===== src/rtl/writeback_stage.sv =====
// MEM/WB pipeline register and writeback stage.
// Captures one memory-stage result per memory_done assertion. It then aligns and extends
// the load data and selects the writeback source. It issues one register-file write per
// instruction and drives a forwarding copy of the value while the instruction is in flight.
// Ports:
//   clk, reset                 clock, synchronous active-high reset
//   memory_done                level from memory stage, result ready
//   loaded_data, alu_data, pc  raw cache doubleword, ALU result/address, instruction PC
//   rd_addr, reg_write         destination register and write intent
//   mem_to_reg, link           writeback source select (link has priority)
//   data_size, load_unsigned   load width (log2 bytes) and zero-extend select
//   mem_wb_pipeline_valid      one-cycle pulse when a new instruction is captured
//   rf_write_*                 register-file write port
//   fwd_*                      forwarding entry (valid only for rd != 0 with reg_write)
//   wb_done                    one-cycle retire pulse
module writeback_stage #(
    parameter int unsigned DATA_WIDTH     = 64,
    parameter int unsigned REG_ADDR_WIDTH = 5
) (
    input  logic                      clk,
    input  logic                      reset,
    input  logic                      memory_done,
    input  logic [DATA_WIDTH-1:0]     loaded_data,
    input  logic [DATA_WIDTH-1:0]     alu_data,
    input  logic [DATA_WIDTH-1:0]     pc,
    input  logic [REG_ADDR_WIDTH-1:0] rd_addr,
    input  logic                      reg_write,
    input  logic                      mem_to_reg,
    input  logic                      link,
    input  logic [1:0]                data_size,
    input  logic                      load_unsigned,
    output logic                      mem_wb_pipeline_valid,
    output logic                      rf_write_enable,
    output logic [REG_ADDR_WIDTH-1:0] rf_write_addr,
    output logic [DATA_WIDTH-1:0]     rf_write_data,
    output logic                      fwd_valid,
    output logic [REG_ADDR_WIDTH-1:0] fwd_rd,
    output logic [DATA_WIDTH-1:0]     fwd_data,
    output logic                      wb_done
);

    typedef enum logic [1:0] {StIdle, StCapture, StCommit} state_e;

    state_e                    state;
    logic                      armed;

    // MEM/WB register
    logic [DATA_WIDTH-1:0]     lat_loaded;
    logic [DATA_WIDTH-1:0]     lat_alu;
    logic [DATA_WIDTH-1:0]     lat_pc;
    logic [REG_ADDR_WIDTH-1:0] lat_rd;
    logic                      lat_reg_write;
    logic                      lat_mem_to_reg;
    logic                      lat_link;
    logic [1:0]                lat_size;
    logic                      lat_unsigned;

    logic [DATA_WIDTH-1:0]     shifted;
    logic [DATA_WIDTH-1:0]     load_value;
    logic [DATA_WIDTH-1:0]     wb_value;
    logic                      in_flight;

    // Byte lane select; bytes shifted in from beyond the doubleword read as zero.
    always_comb begin
        shifted    = lat_loaded >> {lat_alu[2:0], 3'b000};
        load_value = shifted;
        unique case (lat_size)
            2'd0: load_value = lat_unsigned ? {{(DATA_WIDTH-8){1'b0}}, shifted[7:0]}
                                            : {{(DATA_WIDTH-8){shifted[7]}}, shifted[7:0]};
            2'd1: load_value = lat_unsigned ? {{(DATA_WIDTH-16){1'b0}}, shifted[15:0]}
                                            : {{(DATA_WIDTH-16){shifted[15]}}, shifted[15:0]};
            2'd2: load_value = lat_unsigned ? {{(DATA_WIDTH-32){1'b0}}, shifted[31:0]}
                                            : {{(DATA_WIDTH-32){shifted[31]}}, shifted[31:0]};
            default: load_value = shifted;
        endcase
    end

    always_comb begin
        if (lat_link) begin
            wb_value = lat_pc + DATA_WIDTH'(4);
        end else if (lat_mem_to_reg) begin
            wb_value = load_value;
        end else begin
            wb_value = lat_alu;
        end
    end

    // Forwarding mirrors the MEM/WB register while an instruction is in flight.
    always_comb begin
        in_flight = (state == StCapture) || (state == StCommit);
        fwd_valid = in_flight && lat_reg_write && (lat_rd != '0);
        fwd_rd    = in_flight ? lat_rd : '0;
        fwd_data  = in_flight ? wb_value : '0;
    end

    always_ff @(posedge clk) begin
        if (reset) begin
            state                 <= StIdle;
            armed                 <= 1'b1;
            mem_wb_pipeline_valid <= 1'b0;
            rf_write_enable       <= 1'b0;
            rf_write_addr         <= '0;
            rf_write_data         <= '0;
            wb_done               <= 1'b0;
            lat_loaded            <= '0;
            lat_alu               <= '0;
            lat_pc                <= '0;
            lat_rd                <= '0;
            lat_reg_write         <= 1'b0;
            lat_mem_to_reg        <= 1'b0;
            lat_link              <= 1'b0;
            lat_size              <= 2'd0;
            lat_unsigned          <= 1'b0;
        end else begin
            mem_wb_pipeline_valid <= 1'b0;
            rf_write_enable       <= 1'b0;
            rf_write_addr         <= '0;
            rf_write_data         <= '0;
            wb_done               <= 1'b0;
            // A low sample re-arms; a held-high memory_done cannot capture twice.
            if (!memory_done) begin
                armed <= 1'b1;
            end
            unique case (state)
                StIdle: begin
                    if (memory_done && armed) begin
                        lat_loaded            <= loaded_data;
                        lat_alu               <= alu_data;
                        lat_pc                <= pc;
                        lat_rd                <= rd_addr;
                        lat_reg_write         <= reg_write;
                        lat_mem_to_reg        <= mem_to_reg;
                        lat_link              <= link;
                        lat_size              <= data_size;
                        lat_unsigned          <= load_unsigned;
                        armed                 <= 1'b0;
                        mem_wb_pipeline_valid <= 1'b1;
                        state                 <= StCapture;
                    end
                end
                StCapture: begin
                    rf_write_enable <= lat_reg_write && (lat_rd != '0);
                    rf_write_addr   <= lat_rd;
                    rf_write_data   <= wb_value;
                    wb_done         <= 1'b1;
                    state           <= StCommit;
                end
                default: begin
                    state <= StIdle;
                end
            endcase
        end
    end

endmodule


===== config.mk =====
export PLATFORM = sky130hd
export DESIGN_NAME = writeback_stage
export DESIGN_NICKNAME = d
export VERILOG_FILES = /design/src/rtl/writeback_stage.sv
export SDC_FILE = /design/constraint.sdc
export NUM_CORES = 1
export LEC_CHECK = 0
export BUFFER_PORTS_ARGS = -buffer_cell sky130_fd_sc_hd__buf_2
export CAP_MARGIN = 15
export CELL_PAD_IN_SITES_DETAIL_PLACEMENT = 1
export CELL_PAD_IN_SITES_GLOBAL_PLACEMENT = 2
export CORE_MARGIN = 1.5
export CORE_UTILIZATION = 32
export DETAILED_ROUTE_END_ITERATION = 16
export GPL_ROUTABILITY_DRIVEN = 0
export PLACE_DENSITY_LB_ADDON = 0.1
export SETUP_SLACK_MARGIN = 0.3
export SYNTH_ARGS = -nofsm -noshare
export SYNTH_HDL_FRONTEND = slang
export SYNTH_SLANG_ARGS = --single-unit

===== constraint.sdc =====
create_clock -name clk -period 4.9 [get_ports clk]
set_clock_uncertainty 0.05 [all_clocks]
set_input_delay 0.98 -clock clk [delete_from_list [all_inputs] [get_ports clk]]
set_output_delay 0.98 -clock clk [all_outputs]
set_load 0.05 [all_outputs]

-- Word-level counts from Yosys, hierarchy flattened
Index checks and enable logic that the tools add are counted.
Widths: inputs -> output; s select.
- muxes and demuxes: 15
- equality and inequality tests: 5
- reductions and logical operators: 11
- shift-type cells: 1
- bitwise gates (word level): 2
- add/sub/neg operators: 1
- operators by type and width (cell ; number):
    $mux 64 ; 6
    $pmux 64 s3 ; 1
    $add 64x3->64 const B ; 1
    $shr 64x6->64 ; 1
    $mux 1 ; 5
    $mux 5 ; 1
    $reduce_bool 5->1 ; 1
    $eq 2x1->1 const B ; 2
    $eq 2x2->1 const B ; 2
    $logic_and 1x1->1 ; 4
    $logic_not 2->1 ; 2
    $pmux 2 s2 ; 1
    $reduce_or 2->1 ; 2
    $mux 2 ; 1
    $ne 2x2->1 const B ; 1
    $not 1->1 ; 2
    $reduce_and 2->1 ; 1
    $logic_or 1x1->1 ; 1
- register bits after elaboration: 278
- input port bits: 206
- output and inout port bits: 142

-- Logic depth before layout (Yosys ltp)
- depth after elaboration: 6
- gate-level depth with buffers: 10
- gate-level depth less buffers: 7

-- Worst setup path before layout
No wires, ideal clock.
- kind: reg-to-output
- start: register lat_pc[2]
- end: output fwd_data[30]
- arrival time: 3.289 ns
- required time: 3.870 ns
- cell stages (with the launch flop): 9
- slack: 0.581 ns
- path buffers: 1
- cell sequence: dfxtp_1 ha_1 nand3_1 or3_4 or3_1 buf_2 or4_1 a32o_1 nor3_1
- longest elaborated chain between the ends: 3
- ends and longest elaborated chain (what ; line ; RTL):
    start: declaration ; 50 ; logic [DATA_WIDTH-1:0] lat_pc;
    start signal: assignment ; 129 ; lat_pc <= pc;
    $add 64x3->64 ; 80 ; wb_value = lat_pc + DATA_WIDTH'(4);
    $mux 64 ; 79 ; if (lat_link) begin
    $mux 64 ; 93 ; fwd_data = in_flight ? wb_value : '0;
    end: declaration ; 38 ; output logic [DATA_WIDTH-1:0] fwd_data,
Every way passes these cells.

-- Worst setup path in the final report
- start: register lat_alu[2]
- end: output fwd_data[17]
- longest elaborated chain between the ends: 6
- elaborated cells on any way between the ends: 8
- ends and longest elaborated chain (what ; line ; RTL):
    start: declaration ; 49 ; logic [DATA_WIDTH-1:0] lat_alu;
    start signal: assignment ; 128 ; lat_alu <= alu_data;
    $shr 64x6->64 * ; 65 ; shifted = lat_loaded >> {lat_alu[2:0], 3'b000};
    $mux 64 (on tied branches) ; 72, 68, 70 ;
    $pmux 64 s3 * ; 67 ; unique case (lat_size)
    $mux 64 * ; 81 ; end else if (lat_mem_to_reg) begin
    $mux 64 * ; 79 ;
    $mux 64 * ; 93 ;
Every way passes the cells marked *; elsewhere a longest branch is shown, timed or not.

==> flow_metrics.py <==
metrics = {
    "floorplan": {
        "io_pins": 348,
        "fp.dieH_um": 209,
        "coreArea_um2": 41900,
        "die_w_um": 209,
        "core.rowCount": 75,
        "start_util_pct": 32.4,
        "dieArea_um2": 43600,
    },
    "setup_path": {
        "worstSetupPathType": "flip-flop to output port",
        "worstPathMaxFanout": 19,
        "worstPathCellList": "buf_4 > clkinv_1 > nand3_1 > nor2_1 > a311oi_1 > a211oi_1 > buf_2",
        "startpoint": "lat_alu[2]$_SDFFE_PP0P_",
        "crit_slowest_cell": "a311oi_1",
        "worstRegToRegCells": 7,
        "cp-start-kind": "flip-flop",
        "worst_ep_required_time_ps": 3870,
        "arrival_ps": 3510,
        "slowest_delay_ps": 670,
        "r2r-start": "lat_pc[2]$_SDFFE_PP0P_",
        "endpoint_kind": "output port",
    },
    "place": {
        "dpl-instance-area_um2": 15800,
        "dp_slack_ps": 747,
        "dp.cells": 2549,
        "io_buffers": 347,
        "dp_hpwl_um": 44300,
    },
    "run_status": {
        "outcome": "finished, final reports clean",
    },
    "grt": {
        "grt_max_degree": 97,
        "grt_pass1_wl_um": 88400,
        "grt.total_usage_pct": 26.3,
        "grt.overflow.total": 0,
        "grt_pass1_vias": 14400,
        "antenna_found_initial": 2,
    },
    "clock_network": {
        "cts_hold_buf": 0,
        "cts_buffer_depth": 3,
        "htreeDepth": 1,
        "tritoncts": "built",
        "clk_pin_slew_ps": 70,
        "clock_latency_ps": 590,
        "cts_made_buffers": 31,
        "clockRootBuffer": "clkbuf_16",
        "clock-sinks": 278,
    },
    "pwr": {
        "vdd_drop_max_v": 0.000155,
        "p_per_area_nw_per_um2": 369,
        "p_leak_uw": 0.00662,
    },
    "final_layout": {
        "final_cells": 2611,
        "design_area_um2": 16900,
        "regArea_um2": 5580,
        "n_fill_cell": 5170,
        "drive_above_1_share_pct": 23.3,
        "area_growth_pct": 24.9,
        "multi_input_comb_area_um2": 7440,
        "final_core_utilization_pct": 40.5,
        "nets": 2256,
    },
    "yosys": {
        "yosysMostFrequentCell": "nand2_1",
        "synth_edf_count": 0,
        "ys.warnings.count": 0,
        "syn_avg_cell_area_um2": 7.67,
        "synth_top_cell_area_share_pct": 41.0,
        "synth_ff_type": "dfxtp_1",
        "synth.area.top_cells": "dfxtp_1, nand2_1, a21oi_1",
        "synth_cell_type_count": 62,
        "ys_ff_latch": 278,
        "syn_area_um2": 13600,
        "synth_common_cells": "nand2_1, dfxtp_1, a21oi_1",
        "yosysTopAreaCell": "dfxtp_1",
        "synthArstFlopShare_pct": 0,
        "syn_nets": 1977,
        "syn_inst": 1768,
        "ys_seq_area_share_pct": 41.0,
    },
    "sta": {
        "period_share_pct": 92.6,
        "setup_violations": 0,
        "timing.fmax_ghz": 0.220,
        "fin_setup_tns_ps": 0,
        "worst_slack_ps": 363,
        "rsz0062_at_grt": "true",
        "min_period_ps": 4540,
        "slew_violations": 0,
        "tightest_slew_ps": 1030,
        "max-slew-margin-rel_pct": 31.6,
        "hold_violations": 0,
    },
    "route": {
        "viasPerCell": 5.44,
        "wirelength_um": 59300,
        "dr.pass1.iters": 5,
        "wl_per_cell_um": 22.7,
        "drc": 0,
        "drtIter0Drc": 1038,
        "ant_nets": 0,
        "vias": 14200,
    },
    "job": {
        "cap_viol_max_count": 0,
    },
    "min_path": {
        "hp-class": "flip-flop to flip-flop",
        "min_path_cells": 2,
        "hold_path.startpoint": "lat_alu[22]$_SDFFE_PP0P_",
    },
}
kinds of logic after synthesis:
kind of cell             after synthesis  share of synthesized area (%)
flip-flops                           278                           41.0
AND/OR/NAND/NOR                      777                           24.8
XOR/XNOR                              53                           3.42
buffers and inverters                157                           4.44
adder cells (fa/ha/maj)                3                          0.277
multiplexers                          78                           7.11
AO/OA/AOI/OAI                        422                           18.9
worst paths after layout:
kind                             endpoint  slack (ps)
max                          fwd_data[17]         360
min              lat_alu[22]$_SDFFE_PP0P_         410
max reg2reg  rf_write_data[30]$_SDFF_PP0_        2160
min reg2reg      lat_alu[22]$_SDFFE_PP0P_         410
placed cells by master (no fill, tap or decap), types with 31 or more instances in the layout:
cell type | synthesis | layout
o22ai_1 | 34 | 34
buf_2 | 10 | 339
dfxtp_1 | 278 | 273
nor2_1 | 120 | 120
buf_4 | 0 | 38
nand2_1 | 468 | 468
a21oi_1 | 244 | 244
mux2i_1 | 58 | 58
clkbuf_16 | 0 | 31
o32ai_1 | 43 | 41
per-layer routing:
metal | global-route usage (%) | vias up | routed length (um)
met2 | 41.6 | 445 | 26300
met5 | 0 | - | 13
met1 | 36.9 | 6915 | 28000
met4 | 9.20 | 2 | 2000
li1 | - | 6731 | -
met3 | 3.25 | 99 | 2930
per-stage QoR:
| stage | power [uW] | hold WS, ps |
|---|---|---|
| after floorplan | 3420 | 381 |
| after global placement | 3910 | 393 |
| after detailed placement | 3930 | 397 |
| after CTS | 6310 | 407 |
| after global routing | 6510 | 424 |
| final | 6260 | 406 |
final cells by class:
| cell class | instances | share of cell area, % |
|---|---|---|
| antenna | 2 | 0.0295 |
| clock inverter | 11 | 0.510 |
| sequential | 278 | 32.9 |
| clock buffer | 45 | 5.54 |
| timing repair buffer | 386 | 12.7 |
| inverter | 16 | 0.377 |
| tap | 539 | 3.98 |
| multi-input combinational | 1333 | 44.0 |
| timing repair inverter | 1 | 0.0295 |
critical path: cells and delay by family (launching register included):
family,cells,cell delay (ps)
simple gates,2,380
compound gates,2,960
flops,1,550
buf+inv,3,1030
what timing repair did:
action / in CTS / in global routing
cloned: 1 / 0
setup buffers: 3 / 0
endpoints found under the setup margin: 23 / 6
gates resized for setup: 10 / 4
report_power, final:
part           internal, uW  total, uW  switching [uW]
Combinational           407       1320             910
Sequential             2410       2580             167
Clock                  1370       2360             995
Note: power is estimated with default switching activity, not from simulation.
